`config.mk`:
```
export PLATFORM = sky130hd
export DESIGN_NAME = fetch_ctrl
export DESIGN_NICKNAME = d
export VERILOG_FILES = /design/src/rtl/fetch_pkg.sv /design/src/rtl/fetch_fifo.sv /design/src/rtl/fetch_ctrl.sv
export SDC_FILE = /design/constraint.sdc
export NUM_CORES = 1
export LEC_CHECK = 0
export BUFFER_PORTS_ARGS = -buffer_cell sky130_fd_sc_hd__buf_2
export CAP_MARGIN = 20
export CORE_ASPECT_RATIO = 0.6
export CORE_MARGIN = 2
export CORE_UTILIZATION = 50
export CTS_CLUSTER_DIAMETER = 40
export CTS_CLUSTER_SIZE = 14
export DETAILED_ROUTE_END_ITERATION = 10
export HOLD_SLACK_MARGIN = 0.05
export PLACE_DENSITY = 0.78
export SYNTH_ARGS = -nofsm -noshare
export SYNTH_HDL_FRONTEND = slang
export SYNTH_SLANG_ARGS = --single-unit
```
`constraint.sdc`:
```
create_clock -name clk -period 4.9 [get_ports clk]
set_input_delay 0 -clock clk [delete_from_list [all_inputs] [get_ports clk]]
set_output_delay 0 -clock clk [all_outputs]
set_load 0.05 [all_outputs]
```
`src/rtl/fetch_pkg.sv`:
```
// Shared types and constants for the instruction-fetch controller.
//   fetch_state_e : controller FSM states
//   fetch_entry_t : prefetch buffer payload {pc, instr}
//   align_pc      : clears the byte-offset bits of a fetch address
package fetch_pkg;

  localparam int unsigned INSTR_W = 32;
  localparam int unsigned PC_STEP = 4;

  typedef enum logic {
    IDLE  = 1'b0,
    FETCH = 1'b1
  } fetch_state_e;

  typedef struct packed {
    logic [INSTR_W-1:0] pc;
    logic [INSTR_W-1:0] instr;
  } fetch_entry_t;

  // Fetch addresses are word aligned.
  function automatic logic [INSTR_W-1:0] align_pc(input logic [INSTR_W-1:0] addr);
    return {addr[INSTR_W-1:2], 2'b00};
  endfunction

endpackage

```
`src/rtl/fetch_fifo.sv`:
```
// Prefetch buffer: DEPTH-entry circular FIFO of fetch entries.
//   clk, rst_n  : clock, asynchronous active-low reset
//   i_flush     : synchronous clear; overrides push and pop
//   i_push      : write i_wdata at the tail (accepted if not full, or popping)
//   i_pop       : remove the head (ignored when empty)
//   o_full_c    : buffer holds DEPTH entries
//   o_empty_c   : buffer holds no entries
//   o_head_c    : head entry, all zeros when empty
module fetch_fifo
  import fetch_pkg::*;
#(
  parameter int unsigned DEPTH = 2
) (
  input  logic         clk,
  input  logic         rst_n,
  input  logic         i_flush,
  input  logic         i_push,
  input  fetch_entry_t i_wdata,
  input  logic         i_pop,
  output logic         o_full_c,
  output logic         o_empty_c,
  output fetch_entry_t o_head_c
);

  localparam int unsigned AW = (DEPTH > 1) ? $clog2(DEPTH) : 1;

  // Pointers carry one extra wrap bit to tell full from empty.
  logic [AW:0]  r_wr_ptr;
  logic [AW:0]  r_rd_ptr;
  fetch_entry_t r_mem [DEPTH];

  logic w_full;
  logic w_empty;
  logic w_do_push;
  logic w_do_pop;

  assign w_empty   = (r_wr_ptr == r_rd_ptr);
  assign w_full    = (r_wr_ptr[AW] != r_rd_ptr[AW]) &&
                     (r_wr_ptr[AW-1:0] == r_rd_ptr[AW-1:0]);
  assign w_do_pop  = i_pop && !w_empty;
  // A pop frees the slot in the same cycle, so a full buffer may still push.
  assign w_do_push = i_push && (!w_full || w_do_pop);

  // Pointer update
  always_ff @(posedge clk or negedge rst_n) begin
    if (!rst_n) begin
      r_wr_ptr <= '0;
      r_rd_ptr <= '0;
    end else if (i_flush) begin
      r_wr_ptr <= '0;
      r_rd_ptr <= '0;
    end else begin
      if (w_do_push) r_wr_ptr <= r_wr_ptr + (AW+1)'(1);
      if (w_do_pop)  r_rd_ptr <= r_rd_ptr + (AW+1)'(1);
    end
  end

  // Storage; contents are qualified by the pointers so no reset is needed.
  always_ff @(posedge clk) begin
    if (w_do_push && !i_flush) r_mem[r_wr_ptr[AW-1:0]] <= i_wdata;
  end

  assign o_full_c  = w_full;
  assign o_empty_c = w_empty;
  assign o_head_c  = w_empty ? '0 : r_mem[r_rd_ptr[AW-1:0]];

endmodule

```
`src/rtl/fetch_ctrl.sv`:
```
// Instruction-fetch controller: owns the PC, addresses the combinational
// instruction memory, buffers {pc, instr} pairs and hands them to decode.
//   clk, rst_n     : clock, asynchronous active-low reset
//   fetch_en       : fetching permitted; low holds the PC while the buffer drains
//   imem_addr      : instruction memory address (the PC register)
//   imem_data      : word read from imem_addr in the same cycle
//   redirect_valid : taken branch/jump; flushes the buffer and reloads the PC
//   redirect_pc    : redirect target (byte offset ignored)
//   out_valid/out_ready/out_instr/out_pc : decode handshake on the buffer head
//   fetch_cnt      : words pushed into the buffer since reset (wrapping)
module fetch_ctrl
  import fetch_pkg::*;
#(
  parameter logic [31:0] RESET_PC = 32'h0000_0000,
  parameter int unsigned DEPTH    = 2
) (
  input  logic        clk,
  input  logic        rst_n,
  input  logic        fetch_en,
  output logic [31:0] imem_addr,
  input  logic [31:0] imem_data,
  input  logic        redirect_valid,
  input  logic [31:0] redirect_pc,
  output logic        out_valid,
  input  logic        out_ready,
  output logic [31:0] out_instr,
  output logic [31:0] out_pc,
  output logic [31:0] fetch_cnt
);

  fetch_state_e r_state;
  fetch_state_e w_state_nxt;
  logic [31:0]  r_pc;
  logic [31:0]  r_fetch_cnt;

  logic         w_push;
  logic         w_pop;
  logic         w_full;
  logic         w_empty;
  fetch_entry_t w_wdata;
  fetch_entry_t w_head;

  // State register
  always_ff @(posedge clk or negedge rst_n) begin
    if (!rst_n) r_state <= IDLE;
    else        r_state <= w_state_nxt;
  end

  // Next state, push and pop decisions; redirect suppresses both transfers.
  always_comb begin
    w_state_nxt = r_state;
    w_push      = 1'b0;
    w_pop       = !w_empty && out_ready && !redirect_valid;
    case (r_state)
      IDLE: begin
        if (fetch_en) w_state_nxt = FETCH;
      end
      FETCH: begin
        if (!fetch_en) begin
          w_state_nxt = IDLE;
        end else if (!redirect_valid && (!w_full || w_pop)) begin
          w_push = 1'b1;
        end
      end
      default: w_state_nxt = IDLE;
    endcase
  end

  // PC and push counter
  always_ff @(posedge clk or negedge rst_n) begin
    if (!rst_n) begin
      r_pc        <= RESET_PC;
      r_fetch_cnt <= '0;
    end else if (redirect_valid) begin
      r_pc <= align_pc(redirect_pc);
    end else if (w_push) begin
      r_pc        <= r_pc + INSTR_W'(PC_STEP);
      r_fetch_cnt <= r_fetch_cnt + 32'd1;
    end
  end

  assign w_wdata = {r_pc, imem_data};

  fetch_fifo #(
    .DEPTH (DEPTH)
  ) u_fifo (
    .clk       (clk),
    .rst_n     (rst_n),
    .i_flush   (redirect_valid),
    .i_push    (w_push),
    .i_wdata   (w_wdata),
    .i_pop     (w_pop),
    .o_full_c  (w_full),
    .o_empty_c (w_empty),
    .o_head_c  (w_head)
  );

  assign imem_addr = r_pc;
  assign fetch_cnt = r_fetch_cnt;
  assign out_valid = !w_empty;
  assign out_instr = w_head.instr;
  assign out_pc    = w_head.pc;

endmodule

```
### Yosys cells after proc, flatten, opt, wreduce, memory -nomap -nowiden

Memory sizes are Yosys's and may differ from the RTL's.
Cells that the tools add are included.

* $add $sub $neg: 4
* equal/unequal tests: 3
* muxes and demuxes: 13
* bitwise logic cells: 1
* reduce and logical (&&, ||, !) cells: 16

Operator list (number)
* 32-bit 2-to-1 mux: 2
* 64-bit 2-to-1 mux: 1
* 32-bit by 1-bit adder with 32-bit output (second input constant): 1
* 32-bit by 3-bit adder with 32-bit output (second input constant): 1
* 2-bit 2-to-1 mux: 4
* 1-bit logical AND: 7
* 1-bit 2-to-1 mux: 6
* 2-bit nonzero test: 3
* 2-bit by 1-bit adder with 2-bit output (second input constant): 2
* 1-bit logical NOT: 3
* 2-bit equality test: 1
* 1-bit logical OR: 2
* 2-bit AND reduction: 1
* 1-bit equality test: 1
* 1-bit inequality test: 1
* 1-bit inverter: 1

* register bits after elaboration: 69
* RAM bits: 128
* input port bits: 69
* output and inout bits: 129
* memories: 1

Memory list
* u_fifo.r_mem: words 2, width 64, read ports 1, clocked after memory_dff 0, write ports 1, RTL line fetch_fifo.sv:30 `fetch_entry_t r_mem [DEPTH];`

### Logic depth before layout (Yosys ltp)

Gate-level depths: netlist of the first run.

* depth after elaboration: 13
* mapped depth: 7
* gate-level depth less buffers: 6

### Cells and area by module

A second synthesis of the first run with hierarchy kept.

* cell total of the unflattened synthesis: 646
* area, all modules: 8446.9 um^2

Modules (own cells, without submodules)
* fetch_fifo: times used 1, cells an instance 306, area an instance 5137.4 um^2, sequential area each 3943.8 um^2
* fetch_ctrl: times used 1, cells an instance 340, area an instance 3309.4 um^2, sequential area each 1576.5 um^2

### Worst setup path before layout of the first run

OpenSTA, ideal clock, no wires.

* path kind: register to register
* start point: register u_fifo.r_wr_ptr[1]
* end point: memory u_fifo.r_mem[0][0] in the netlist's numbering (enable)
* library setup time: 482 ps
* arrival time: 3606 ps
* data required time: 4418 ps
* slack: 812 ps
* stages on the path, launching flop included: 4
* path buffers: 0
* clock period less this slack: 4088 ps
* cell sequence: dfrtp_1 xnor2_1 o311ai_2 nor2_1

* longest elaborated chain between the ends: 13
* elaborated cells on any way between the ends: 18
* classes of those cells: eq/ne (2); mux (5); reduce/logical (11)

RTL lines
* from (decl): RTL line fetch_fifo.sv:28 `logic [AW:0] r_wr_ptr;`
* from (signal assigned): RTL line fetch_fifo.sv:53 `if (w_do_push) r_wr_ptr <= r_wr_ptr + (AW+1)'(1);`
* 2-bit equality test: RTL line fetch_fifo.sv:37 `assign w_empty = (r_wr_ptr == r_rd_ptr);`
* 1-bit logical NOT: RTL line fetch_fifo.sv:40, fetch_ctrl.sv:53
* 1-bit logical AND (2 in a row): RTL line fetch_ctrl.sv:53 `w_pop = !w_empty && out_ready && !redirect_valid;`
* 1-bit logical OR: RTL line fetch_ctrl.sv:61 `end else if (!redirect_valid && (!w_full || w_pop)) begin`
* 1-bit logical AND: RTL line fetch_ctrl.sv:61
* 1-bit 2-to-1 mux: RTL line fetch_ctrl.sv:61
* 1-bit 2-to-1 mux: RTL line fetch_ctrl.sv:59 `if (!fetch_en) begin`
* 1-bit 2-to-1 mux: RTL line fetch_ctrl.sv:54 `case (r_state)`
* 1-bit logical AND *: RTL line fetch_fifo.sv:42 `assign w_do_push = i_push && (!w_full || w_do_pop);`
* 1-bit logical AND *: RTL line fetch_fifo.sv:60 `if (w_do_push && !i_flush) r_mem[r_wr_ptr[AW-1:0]] <= i_wdata;`
* 1-bit 2-to-1 mux *: RTL line fetch_fifo.sv:60
* 1-bit 2-to-1 mux (implied by the code) *: RTL line fetch_fifo.sv:60
* to (decl): RTL line fetch_fifo.sv:30

Every way passes the cells marked *; elsewhere a longest branch is shown, timed or not.

### Worst setup path in the final report of the first run

* start point: register u_fifo.r_rd_ptr[0]
* end point: output port out_pc[3]

* longest elaborated chain between the ends: 2
* elaborated cells on any way between the ends: 3
* classes of those cells: eq/ne (1); mux (1); memory (1)

RTL lines
* from (decl): RTL line fetch_fifo.sv:29 `logic [AW:0] r_rd_ptr;`
* from (signal assigned): RTL line fetch_fifo.sv:54 `if (w_do_pop) r_rd_ptr <= r_rd_ptr + (AW+1)'(1);`
* memory 2 x 64 bit / 2-bit equality test (equally long branches)
* 64-bit 2-to-1 mux *: RTL line fetch_fifo.sv:65 `assign o_head_c = w_empty ? '0 : r_mem[r_rd_ptr[AW-1:0]];`
* to (decl): RTL line fetch_ctrl.sv:27 `output logic [31:0] out_pc,`

Marks and branches as above.

==> results of run 1 <==
## per-layer routing
metal  part of all wire  GRT usage  up-vias
met3              0.070     0.0580       16
met5            0.00036          0        -
met2               0.47      0.369      206
met1               0.46      0.311     2866
met4             0.0059     0.0579        2
li1                   -          -     2771
## power groups by stage
| stage | clock network [W] | registers (W) | logic, W |
|---|---|---|---|
| floorplan | 0 | 0.00203 | 0.000752 |
| global placement | 0 | 0.00192 | 0.00116 |
| detailed placement | 0 | 0.00192 | 0.00117 |
| CTS | 0.00136 | 0.00189 | 0.00122 |
| global route | 0.00143 | 0.00191 | 0.00128 |
| finish | 0.00133 | 0.00189 | 0.00121 |
## critical path, stage by stage, from the launching register on
cell and delay (ns):
sky130_fd_sc_hd__dfrtp_4 0.57, sky130_fd_sc_hd__xor2_2 0.23, sky130_fd_sc_hd__nor2_4 0.61, sky130_fd_sc_hd__buf_4 0.50, sky130_fd_sc_hd__nor2_1 0.16, sky130_fd_sc_hd__buf_2 0.25
## worst min path at each step
stage	start	slack, ns	endpoint	cells after the start
2_1_floorplan	rst_n	-0.30	fetch_cnt[0]	0
6_report	redirect_valid	0.10	imem_addr[16]	3
3_5_place_dp	fetch_en	0.19	r_state	1
3_3_place_gp	fetch_en	0.18	r_state	1
5_1_grt	redirect_valid	0.11	imem_addr[16]	3
4_1_cts	redirect_valid	0.09	imem_addr[16]	3
## registers in the layout (all words and copies together), names as in the netlist
register and count:
u_fifo.r_mem 124, fetch_cnt 32, imem_addr 30, u_fifo.r_rd_ptr 2, u_fifo.r_wr_ptr 2, r_state 1
## stage by stage
stage	util	power [W]	hold slack (ns)	std cells	setup WS, ns
after floorplan	-	0.00278	-0.296	630	0.812
after global placement	0.580	0.00308	0.177	1009	2.01
after detailed placement	0.580	0.00309	0.186	1009	1.95
after CTS	0.656	0.00447	0.0861	1107	1.93
after global routing	0.658	0.00461	0.108	1108	1.99
final	0.658	0.00444	0.103	1108	2.11
## Yosys cell counts (2+ instances only)
cell and number:
sky130_fd_sc_hd__nor2_1 82, sky130_fd_sc_hd__mux2i_1 64, sky130_fd_sc_hd__clkbuf_1 15, sky130_fd_sc_hd__o21ai_0 11, sky130_fd_sc_hd__buf_2 3, sky130_fd_sc_hd__edfxtp_1 124, sky130_fd_sc_hd__nor3_1 9, sky130_fd_sc_hd__nand2_1 60
sky130_fd_sc_hd__nor4b_2 2, sky130_fd_sc_hd__and2_1 3, sky130_fd_sc_hd__nor4_1 11, sky130_fd_sc_hd__a21o_1 2, sky130_fd_sc_hd__dfrtp_1 67, sky130_fd_sc_hd__nand3_1 22, sky130_fd_sc_hd__mux2_2 2, sky130_fd_sc_hd__xnor2_1 54
sky130_fd_sc_hd__a31oi_1 2, sky130_fd_sc_hd__o21ai_1 14, sky130_fd_sc_hd__ha_1 2, sky130_fd_sc_hd__nand4_1 19, sky130_fd_sc_hd__xor2_1 9, sky130_fd_sc_hd__nor2b_1 2, sky130_fd_sc_hd__inv_1 6, sky130_fd_sc_hd__and4_1 6
sky130_fd_sc_hd__buf_1 6, sky130_fd_sc_hd__buf_4 4, sky130_fd_sc_hd__and3_1 10
## kinds of logic after synthesis
group | share of synthesized area
compound gates | 0.0309
xor+xnor | 0.0695
fa+ha+maj | 0.00306
buf+inv | 0.0184
flops | 0.661
mux | 0.0812
other cells | 0.000459
simple gates | 0.136
## final cells by class
type | instances | area, um^2
clock buffer | 17 | 425
clock inverter | 15 | 149
fill | 1244 | 5520
tap | 209 | 262
timing repair buffer | 265 | 1690
sequential | 191 | 5400
multi-input combinational | 404 | 2650
inverter | 7 | 26.3
## what timing repair did
item	in CTS	in global routing
hold buffers	66	0
setup endpoints to repair	0	0
hold endpoints to repair	163	0
==> results.yml, run 1 <==
run_status:
  outcome: "finished clean"
clock_network:
  ctsHtreeMaxLevel: 4
  clockRootBuffer: "sky130_fd_sc_hd__clkbuf_16"
  cts_inserted_buffers: 17
  cts.reportedPaths.clkPinSlew_ns: 0.07
  tritoncts: "yes"
  cts_post_setup_buffers_inserted: 0
  cts_sinks: 191
  insertion_delay_ns: 0.42
  ctsLongestPathBuffers: 2
  cts_resized: 0
floorplan:
  die_area_um2: 17400
  design.core.area_um2: 16100
  floorplan.die.width_um: 169
  pin_count: 198
  start_util: 0.507
  chipHeight_um: 103
  rows: 36
global_route:
  grt.overflow.total: 0
  grt_use_total: 0.227
  first_pass_grt_wire_length_um: 30000
  pin_count_of_the_biggest_net_entering_global_routing: 68
  antenna_violations_before_repair: 1
  vias_in_the_first_global_route: 5793
detailed_routing:
  postRouteAntennaNets: 0
  routed_wl_um: 19500
  wire_per_inst_um: 17.6
  first_pass_iters: 5
  num_vias: 5861
  drc_errors: 0
  drt-vias-per-instance: 5.29
  drtIter0Drc: 481
placed_design:
  hpwl_um: 12500
  post_dp_cell_area_um2: 9350
  port_buffers: 191
  place.gp.congestion: 0.854
timing:
  setup-tns-final_ns: 0
  skew_ns: 0.00791
  post-route-period-util: 0.569
  timing_worst_slew_pin_value_ns: 1.04
  drv_slew: 0
  worst_slew_margin_rel: 0.309
  grt_setup_unrepaired: "false"
  finalSetupViolations: 0
  hold_fails_final_rpt: 0
  achievable-frequency_ghz: 0.359
  timing.final.crit_period_ns: 2.79
layout:
  num-nets-final: 957
  layout-drive-gt1-share: 0.270
  mostFrequentLayoutCells: "sky130_fd_sc_hd__buf_2, sky130_fd_sc_hd__edfxtp_1, sky130_fd_sc_hd__nor2_1, sky130_fd_sc_hd__dfrtp_1, sky130_fd_sc_hd__dlygate4sd3_1"
  antenna_cells_inserted: 0
  syn2layout_area_growth_pct: 29.8
  final_common_cell: "sky130_fd_sc_hd__buf_2"
  design_area_um2: 10600
critical_path:
  crit_start: "u_fifo.r_rd_ptr[0]"
  timing.critical_path.from_type: "flop"
  timing.critical_path.to: "out_pc[3]"
  cp-end-kind: "output pin"
  reg2reg_depth: 4
  largest_fanout_of_any_net_on_the_critical_path: 37
  cp_data_arrival_time_ns: 2.79
  worst-setup-path-type: "reg2out"
  timing.reg2reg.setup_slack_ns: 2.15
  timing.rr.end: "u_fifo.r_mem[1][48]"
  worst_reg2reg_startpoint: "u_fifo.r_rd_ptr[0]"
  critical_path_required_ns: 4.90
logic_synthesis:
  synth_warnings: 0
  cell_count_after_synthesis: 627
  dominantRegCellSynth: "sky130_fd_sc_hd__edfxtp_1"
  synth_enable_flop_cells: 124
  synth_top_cell_area_share: 0.456
  synth_seq_area_share: 0.661
  syn_area_um2: 8170
  synthesis.area_per_instance_um2: 13.0
  synth_cell_type_count: 43
  yosys_register_bits: 191
  post_synth_top_area_cell: "sky130_fd_sc_hd__edfxtp_1"
  share_of_async_settable_or_async_resettable_flops_after_synthesis: 0.351
  synth_top_cells_by_area: "sky130_fd_sc_hd__edfxtp_1, sky130_fd_sc_hd__dfrtp_1, sky130_fd_sc_hd__mux2i_1"
flow_run:
  max_cap_violations: 0
power:
  net-switching-power_w: 0.00165
  share_comb_of_total_power: 0.274
  power.sequential.fraction: 0.426
  sw_frac_of_total: 0.372
  power_per_cell_area_nw_per_um2: 419
  ir_worst_vdd_v: 0.000297
  power.leakage_nw: 4.30
  p_int_w: 0.00279
  pwr-share-clk: 0.300
hold_path:
  hp-class: "in2reg"
No activity file was read; power rests on OpenSTA's default activity.
==> run 2: changes to the inputs <==
--- a/config.mk
+++ b/config.mk
@@ -9,12 +9,12 @@
 export CAP_MARGIN = 20
 export CORE_ASPECT_RATIO = 0.6
 export CORE_MARGIN = 2
-export CORE_UTILIZATION = 50
+export CORE_UTILIZATION = 48
 export CTS_CLUSTER_DIAMETER = 40
 export CTS_CLUSTER_SIZE = 14
 export DETAILED_ROUTE_END_ITERATION = 10
 export HOLD_SLACK_MARGIN = 0.05
-export PLACE_DENSITY = 0.78
+export PLACE_DENSITY = 0.79
 export SYNTH_ARGS = -nofsm -noshare
 export SYNTH_HDL_FRONTEND = slang
 export SYNTH_SLANG_ARGS = --single-unit
==> constraint.sdc (replaced) <==
create_clock -name clk -period 2.3 [get_ports clk]
set_input_delay 0 -clock clk [delete_from_list [all_inputs] [get_ports clk]]
set_output_delay 0 -clock clk [all_outputs]
set_load 0.05 [all_outputs]
==> run 2 against run 1 <==
Effect of this change: sequential power up 110%; die area up 4.0%; via count up 1.6%; utilization up 0.69 points; critical path depth up 1; hold slack worse by 0.035 ns; final area up 3.0%; clock-buffer cell count up 1; flip-flop and latch count unchanged; power up 120%; register-to-register slack worse by 2.0 ns; critical path type is now reg2reg.
==> results.yml, run 2 (same netlist as run 1, synthesis figures left out) <==
floorplan:
  start_util: 0.497
  rows: 36
  pin_count: 198
  floorplan.die.width_um: 172
  die_area_um2: 18100
  chipHeight_um: 105
  design.core.area_um2: 16400
timing:
  drv_slew: 0
  skew_ns: 0.0131
  achievable-frequency_ghz: 0.457
  grt_setup_unrepaired: "false"
  timing.final.crit_period_ns: 2.19
  setup-tns-final_ns: 0
  holdWs_ns: 0.0680
  finalSetupViolations: 0
  timing_worst_slew_pin_value_ns: 0.688
  hold_fails_final_rpt: 0
  worst_slew_margin_rel: 0.534
  post-route-period-util: 0.952
detailed_routing:
  routed_wl_um: 20200
  postRouteAntennaNets: 0
  first_pass_iters: 7
  num_vias: 5954
  wire_per_inst_um: 17.6
  drc_errors: 0
  drt-vias-per-instance: 5.18
  drtIter0Drc: 411
run_status:
  outcome: "finished clean"
global_route:
  vias_in_the_first_global_route: 5725
  antenna_violations_before_repair: 0
  pin_count_of_the_biggest_net_entering_global_routing: 46
  first_pass_grt_wire_length_um: 30800
  grt_use_total: 0.225
  grt.overflow.total: 0
layout:
  mostFrequentLayoutCells: "sky130_fd_sc_hd__buf_2, sky130_fd_sc_hd__edfxtp_1, sky130_fd_sc_hd__nor2_1, sky130_fd_sc_hd__dfrtp_1, sky130_fd_sc_hd__dlygate4sd3_1"
  fill_cell_total_of_the_finished_layout: 1190
  largest_reg_flops: 124
  final_util: 0.664
  seq_area_um2: 5400
  antenna_cells_inserted: 0
  num-nets-final: 980
  syn2layout_area_growth_pct: 33.7
  layout-drive-gt1-share: 0.293
  multi_input_comb_area_um2: 2730
  final_common_cell: "sky130_fd_sc_hd__buf_2"
  design_area_um2: 10900
  number_of_standard_cells_in_the_final_layout_excluding_fillers: 1150
clock_network:
  tritoncts: "yes"
  ctsHtreeMaxLevel: 4
  cts_sinks: 191
  ctsLongestPathBuffers: 2
  cts.reportedPaths.clkPinSlew_ns: 0.07
  clockRootBuffer: "sky130_fd_sc_hd__clkbuf_16"
  insertion_delay_ns: 0.42
  cts_inserted_buffers: 17
critical_path:
  timing.critical_path.from_type: "flop"
  critical_path_required_ns: 2.64
  timing.reg2reg.setup_slack_ns: 0.11
  worst-setup-path-type: "reg2reg"
  cp_data_arrival_time_ns: 2.53
  timing.rr.end: "fetch_cnt[7]"
  reg2reg_depth: 6
  largest_fanout_of_any_net_on_the_critical_path: 7
  cp-end-kind: "flop"
  worst_reg2reg_startpoint: "u_fifo.r_rd_ptr[0]"
flow_run:
  max_cap_violations: 0
power:
  ir_worst_vdd_v: 0.000635
  power_per_cell_area_nw_per_um2: 876
  power.leakage_nw: 4.42
placed_design:
  place.gp.congestion: 0.897
  place.detailed.instances: 1049
  port_buffers: 191
  hpwl_um: 13200
  post_dp_cell_area_um2: 9600
hold_path:
  hp-class: "in2async"
[run 2: cell count changes in the layout (fill, tap and decap cells not counted), moves of 2 or more]
cell,previous run,this run
sky130_fd_sc_hd__clkinv_2,0,2
sky130_fd_sc_hd__buf_4,7,23
sky130_fd_sc_hd__clkinvlp_4,0,4
sky130_fd_sc_hd__buf_12,1,6
sky130_fd_sc_hd__clkinv_4,4,0
sky130_fd_sc_hd__clkinv_8,2,0
sky130_fd_sc_hd__xor2_4,0,2
[run 2: worst max-delay path: stages, from the launching register on]
cell,delay [ns]
sky130_fd_sc_hd__dfrtp_4,0.53
sky130_fd_sc_hd__xor2_4,0.20
sky130_fd_sc_hd__buf_4,0.20
sky130_fd_sc_hd__o311ai_1,0.59
sky130_fd_sc_hd__nor2_1,0.28
sky130_fd_sc_hd__nand4_1,0.19
sky130_fd_sc_hd__xnor2_1,0.12
[run 2: worst max-delay path by stage]
stage | startpoint | to | slack, ns
after floorplan | u_fifo.r_wr_ptr[1] | u_fifo.r_mem[0][0] | 0.007
after global placement | u_fifo.r_rd_ptr[0] | u_fifo.r_rd_ptr[1] | 0.10
after detailed placement | u_fifo.r_rd_ptr[0] | out_pc[5] | 0.11
after CTS | u_fifo.r_rd_ptr[0] | out_instr[31] | 0.02
after global routing | u_fifo.r_rd_ptr[0] | fetch_cnt[17] | 0.007
final | u_fifo.r_rd_ptr[0] | fetch_cnt[7] | 0.11
[run 2: cell type report]
cell class	instances	share of cell area
clock buffer	18	0.0402
timing repair buffer	287	0.176
multi-input combinational	405	0.249
inverter	7	0.00241
clock inverter	14	0.0110
sequential	191	0.495
tap	228	0.0261
[run 2: timing repair]
item | CTS | global route
pin swaps | 1 | 0
hold endpoints to repair | 165 | 0
setup buffers | 2 | 0
hold buffers | 66 | 0
resized for setup | 4 | 8
cloned | 1 | 0
endpoints found under the setup margin | 63 | 22
[run 2: report_power, final]
part	total (W)	switching, W	internal, W	leakage [nW]
Sequential	0.00401	0.000182	0.00383	2.00
Combinational	0.00277	0.00201	0.000763	2.15
Clock	0.00279	0.00133	0.00145	0.267
Total	0.00957	0.00353	0.00605	4.42
[run 2: metrics by stage]
step / setup slack, ns / power [W]
CTS: 0.0161 / 0.00959
finish: 0.110 / 0.00957
global placement: 0.102 / 0.00663
global route: 0.00745 / 0.00994
floorplan: 0.00743 / 0.00594
detailed placement: 0.108 / 0.00666
[run 2: per-layer routing]
layer	global-route usage	part of all wire	vias up	wire, um
li1	-	-	2809	-
met1	0.328	0.46	2888	9400
met2	0.343	0.45	246	9030
met3	0.0568	0.083	11	1690
met4	0.0462	0.0069	0	139
met5	0	0	-	0
==> run 3: changes to the inputs <==
--- a/config.mk
+++ b/config.mk
@@ -5,16 +5,18 @@
 export SDC_FILE = /design/constraint.sdc
 export NUM_CORES = 1
 export LEC_CHECK = 0
+export ABC_AREA = 1
 export BUFFER_PORTS_ARGS = -buffer_cell sky130_fd_sc_hd__buf_2
 export CAP_MARGIN = 20
 export CORE_ASPECT_RATIO = 0.6
 export CORE_MARGIN = 2
-export CORE_UTILIZATION = 48
+export CORE_UTILIZATION = 50
 export CTS_CLUSTER_DIAMETER = 40
 export CTS_CLUSTER_SIZE = 14
 export DETAILED_ROUTE_END_ITERATION = 10
 export HOLD_SLACK_MARGIN = 0.05
-export PLACE_DENSITY = 0.79
+export PLACE_DENSITY = 0.8
 export SYNTH_ARGS = -nofsm -noshare
 export SYNTH_HDL_FRONTEND = slang
 export SYNTH_SLANG_ARGS = --single-unit
+export TNS_END_PERCENT = 30
==> run 3 against run 2 <==
Effect of this change: synthesized cell count is 76% higher; fmax increased by 0.21%; global-route usage up 4.6 points; combinational power decreased by 33%; area after synthesis is 14% higher; first-iteration DRC count grew 150%; final area is 8.4% higher; clock-buffer cell count down 1; die area up 9.1%; hold slack improved by 0.072 ns; largest cell class unchanged.
==> results.yml, run 3 <==
run_status:
  outcome: "finished clean"
detailed_routing:
  routed_wl_um: 26800
  num_vias: 8543
  drc_errors: 0
  first_pass_iters: 6
  drt-vias-per-instance: 5.29
  drtIter0Drc: 1009
  wire_per_inst_um: 16.6
  postRouteAntennaNets: 0
layout:
  layout-drive-gt1-share: 0.196
  antenna_cells_inserted: 0
  final_common_cell: "sky130_fd_sc_hd__nand2_1"
  largest_reg_flops: 124
  mostFrequentLayoutCells: "sky130_fd_sc_hd__nand2_1, sky130_fd_sc_hd__buf_2, sky130_fd_sc_hd__edfxtp_1, sky130_fd_sc_hd__nor2_1, sky130_fd_sc_hd__nand3_1"
  final_util: 0.652
  num-nets-final: 1432
  syn2layout_area_growth_pct: 27.2
logic_synthesis:
  synth_cell_type_count: 29
  post-synth-top-count-cell: "sky130_fd_sc_hd__nand2_1"
  synth_compound_area_frac: 0.0390
  syn_area_um2: 9310
  simple_gate_share_of_the_synthesized_area: 0.306
  share_of_async_settable_or_async_resettable_flops_after_synthesis: 0.351
  synth_mux_area_frac: 0
  yosys_register_bits: 191
  dominantRegCellSynth: "sky130_fd_sc_hd__edfxtp_1"
  synth_warnings: 0
  ys_top_cells_by_count: "sky130_fd_sc_hd__nand2_1, sky130_fd_sc_hd__edfxtp_1, sky130_fd_sc_hd__nor2_1"
  post_synth_fa_ha_maj_area_fraction: 0.00269
  cell_count_after_synthesis: 1103
  synth_top_cell_area_share: 0.400
  synth_seq_area_share: 0.580
  synth_enable_flop_cells: 124
  post_synth_top_area_cell: "sky130_fd_sc_hd__edfxtp_1"
  largest_family_of_logic_cells_by_synthesized_area: "simple AND/OR/NAND/NOR gates"
  synthesis.area_per_instance_um2: 8.44
  synthXorXnorAreaFrac: 0.0188
  synth_top_cells_by_area: "sky130_fd_sc_hd__edfxtp_1, sky130_fd_sc_hd__nand2_1, sky130_fd_sc_hd__dfrtp_1"
timing:
  setup-tns-final_ns: 0
  worst_slew_margin_rel: 0.502
  skew_ns: 0.0110
  timing.final.crit_period_ns: 2.18
  timing_worst_slew_pin_value_ns: 0.746
  post-route-period-util: 0.950
  achievable-frequency_ghz: 0.458
  grt_setup_unrepaired: "false"
  drv_slew: 0
  finalSetupViolations: 0
  holdWs_ns: 0.140
  hold_fails_final_rpt: 0
global_route:
  grt_use_total: 0.271
  grt.overflow.total: 0
  antenna_violations_before_repair: 0
  vias_in_the_first_global_route: 7656
  pin_count_of_the_biggest_net_entering_global_routing: 63
  first_pass_grt_wire_length_um: 41000
placed_design:
  place.gp.congestion: 0.965
  port_buffers: 191
  hpwl_um: 18300
critical_path:
  timing.critical_path.from_type: "flop"
  worst-setup-path-type: "reg2out"
  cp_data_arrival_time_ns: 2.18
  critical_path_required_ns: 2.30
  largest_fanout_of_any_net_on_the_critical_path: 62
  reg2reg_depth: 8
  cp-end-kind: "output pin"
  timing.reg2reg.setup_slack_ns: 0.39
  timing.rr.end: "fetch_cnt[6]"
  worst_reg2reg_startpoint: "u_fifo.r_wr_ptr[0]"
clock_network:
  clockRootBuffer: "sky130_fd_sc_hd__clkbuf_16"
  cts_post_setup_buffers_inserted: 0
  cts_sinks: 191
  cts.reportedPaths.clkPinSlew_ns: 0.07
  ctsLongestPathBuffers: 2
  tritoncts: "yes"
  ctsHtreeMaxLevel: 4
  cts_inserted_buffers: 17
  insertion_delay_ns: 0.44
hold_path:
  holdPathEnd: "u_fifo.r_rd_ptr[0]"
  hp-class: "in2reg"
  hold-path-cell-count: 5
  timing.hold.worst.start: "redirect_valid"
power:
  p_int_w: 0.00578
  power_per_cell_area_nw_per_um2: 751
  net-switching-power_w: 0.00311
  pwr-share-clk: 0.333
  sw_frac_of_total: 0.350
  total_power_consumption_w: 0.00889
  ir_worst_vdd_v: 0.000475
  power.sequential.fraction: 0.459
  share_comb_of_total_power: 0.208
  power.leakage_nw: 5.40
floorplan:
  start_util: 0.513
  rows: 38
  pin_count: 198
  chipHeight_um: 110
  floorplan.die.width_um: 180
  die_area_um2: 19800
  design.core.area_um2: 18200
flow_run:
  max_cap_violations: 0
## run 3: changes by cell type in the layout (fill, tap and decap cells not counted), sizes merged, moves of 10 or more
cell	delta
nand2	+432
inv	+69
nand3	+65
a21oi	+64
mux2i	-64
xnor2	-52
nor2	+35
o21ai	-21
nand4	-17
nor4	-12
and3	-10
buf	-10
## run 3: layout make-up
| class | instances | area [um^2] |
|---|---|---|
| clock inverters | 15 | 180 |
| multi-input cells | 801 | 3440 |
| flip-flops and latches | 191 | 5400 |
| inverters | 74 | 285 |
| clock buffers | 17 | 425 |
| repair buffers | 276 | 1810 |
| fillers | 1448 | 6320 |
| well taps | 240 | 300 |
## run 3: per-stage QoR
stage | cell area [um^2] | std cells | setup slack, ns
6_report | 11800 | 1614 | 0.115
5_1_grt | 11800 | 1614 | 0.0255
4_1_cts | 11800 | 1614 | 0.0707
3_5_place_dp | 10600 | 1517 | 0.336
3_3_place_gp | 10600 | 1517 | 0.369
2_1_floorplan | 9340 | 1106 | 0.00441
## run 3: cell families after synthesis
kind of cell | count (synthesis)
and+or+nand+nor | 704
DFF | 191
buffers and inverters | 114
adders and majority gates | 2
xor gates and xnor gates | 20
other | 1
AOI/OAI and AO/OA | 71
## run 3: worst max-delay path, cell delays in order, from the launching register on
cell	delay (ns)
sky130_fd_sc_hd__dfrtp_2	0.41
sky130_fd_sc_hd__buf_4	0.54
sky130_fd_sc_hd__nand2_1	0.10
sky130_fd_sc_hd__a21oi_1	0.30
sky130_fd_sc_hd__buf_2	0.32
## run 3: layer usage
metal | up-vias | share of wire | global-route usage
li1 | 4047 | - | -
met1 | 4006 | 0.45 | 0.405
met2 | 460 | 0.42 | 0.393
met3 | 30 | 0.11 | 0.0706
met4 | 0 | 0.014 | 0.0668
met5 | - | 0 | 0
## run 3: power by group through the flow
stage | combinational [W] | clock (W) | sequential [W]
global placement | 0.00170 | 0 | 0.00413
detailed placement | 0.00174 | 0 | 0.00414
floorplan | 0.000932 | 0 | 0.00440
global route | 0.00197 | 0.00315 | 0.00410
finish | 0.00185 | 0.00296 | 0.00408
CTS | 0.00184 | 0.00299 | 0.00407
## run 3: worst max-delay path by stage
stage,start,endpoint,slack (ns),cells past startpoint
floorplan,u_fifo.r_wr_ptr[0],u_fifo.r_mem[0][0],0.004,7
global placement,u_fifo.r_wr_ptr[0],out_pc[28],0.37,8
detailed placement,u_fifo.r_wr_ptr[0],out_instr[23],0.34,8
CTS,u_fifo.r_wr_ptr[0],out_instr[23],0.07,8
global route,u_fifo.r_wr_ptr[0],out_instr[1],0.03,8
finish,u_fifo.r_rd_ptr[0],out_pc[26],0.12,4
## run 3: what timing repair did
action / in CTS / in global routing
resized for setup: 1 / 2
hold endpoints to repair: 123 / 0
hold buffers: 65 / 0
endpoints found under the setup margin: 30 / 31
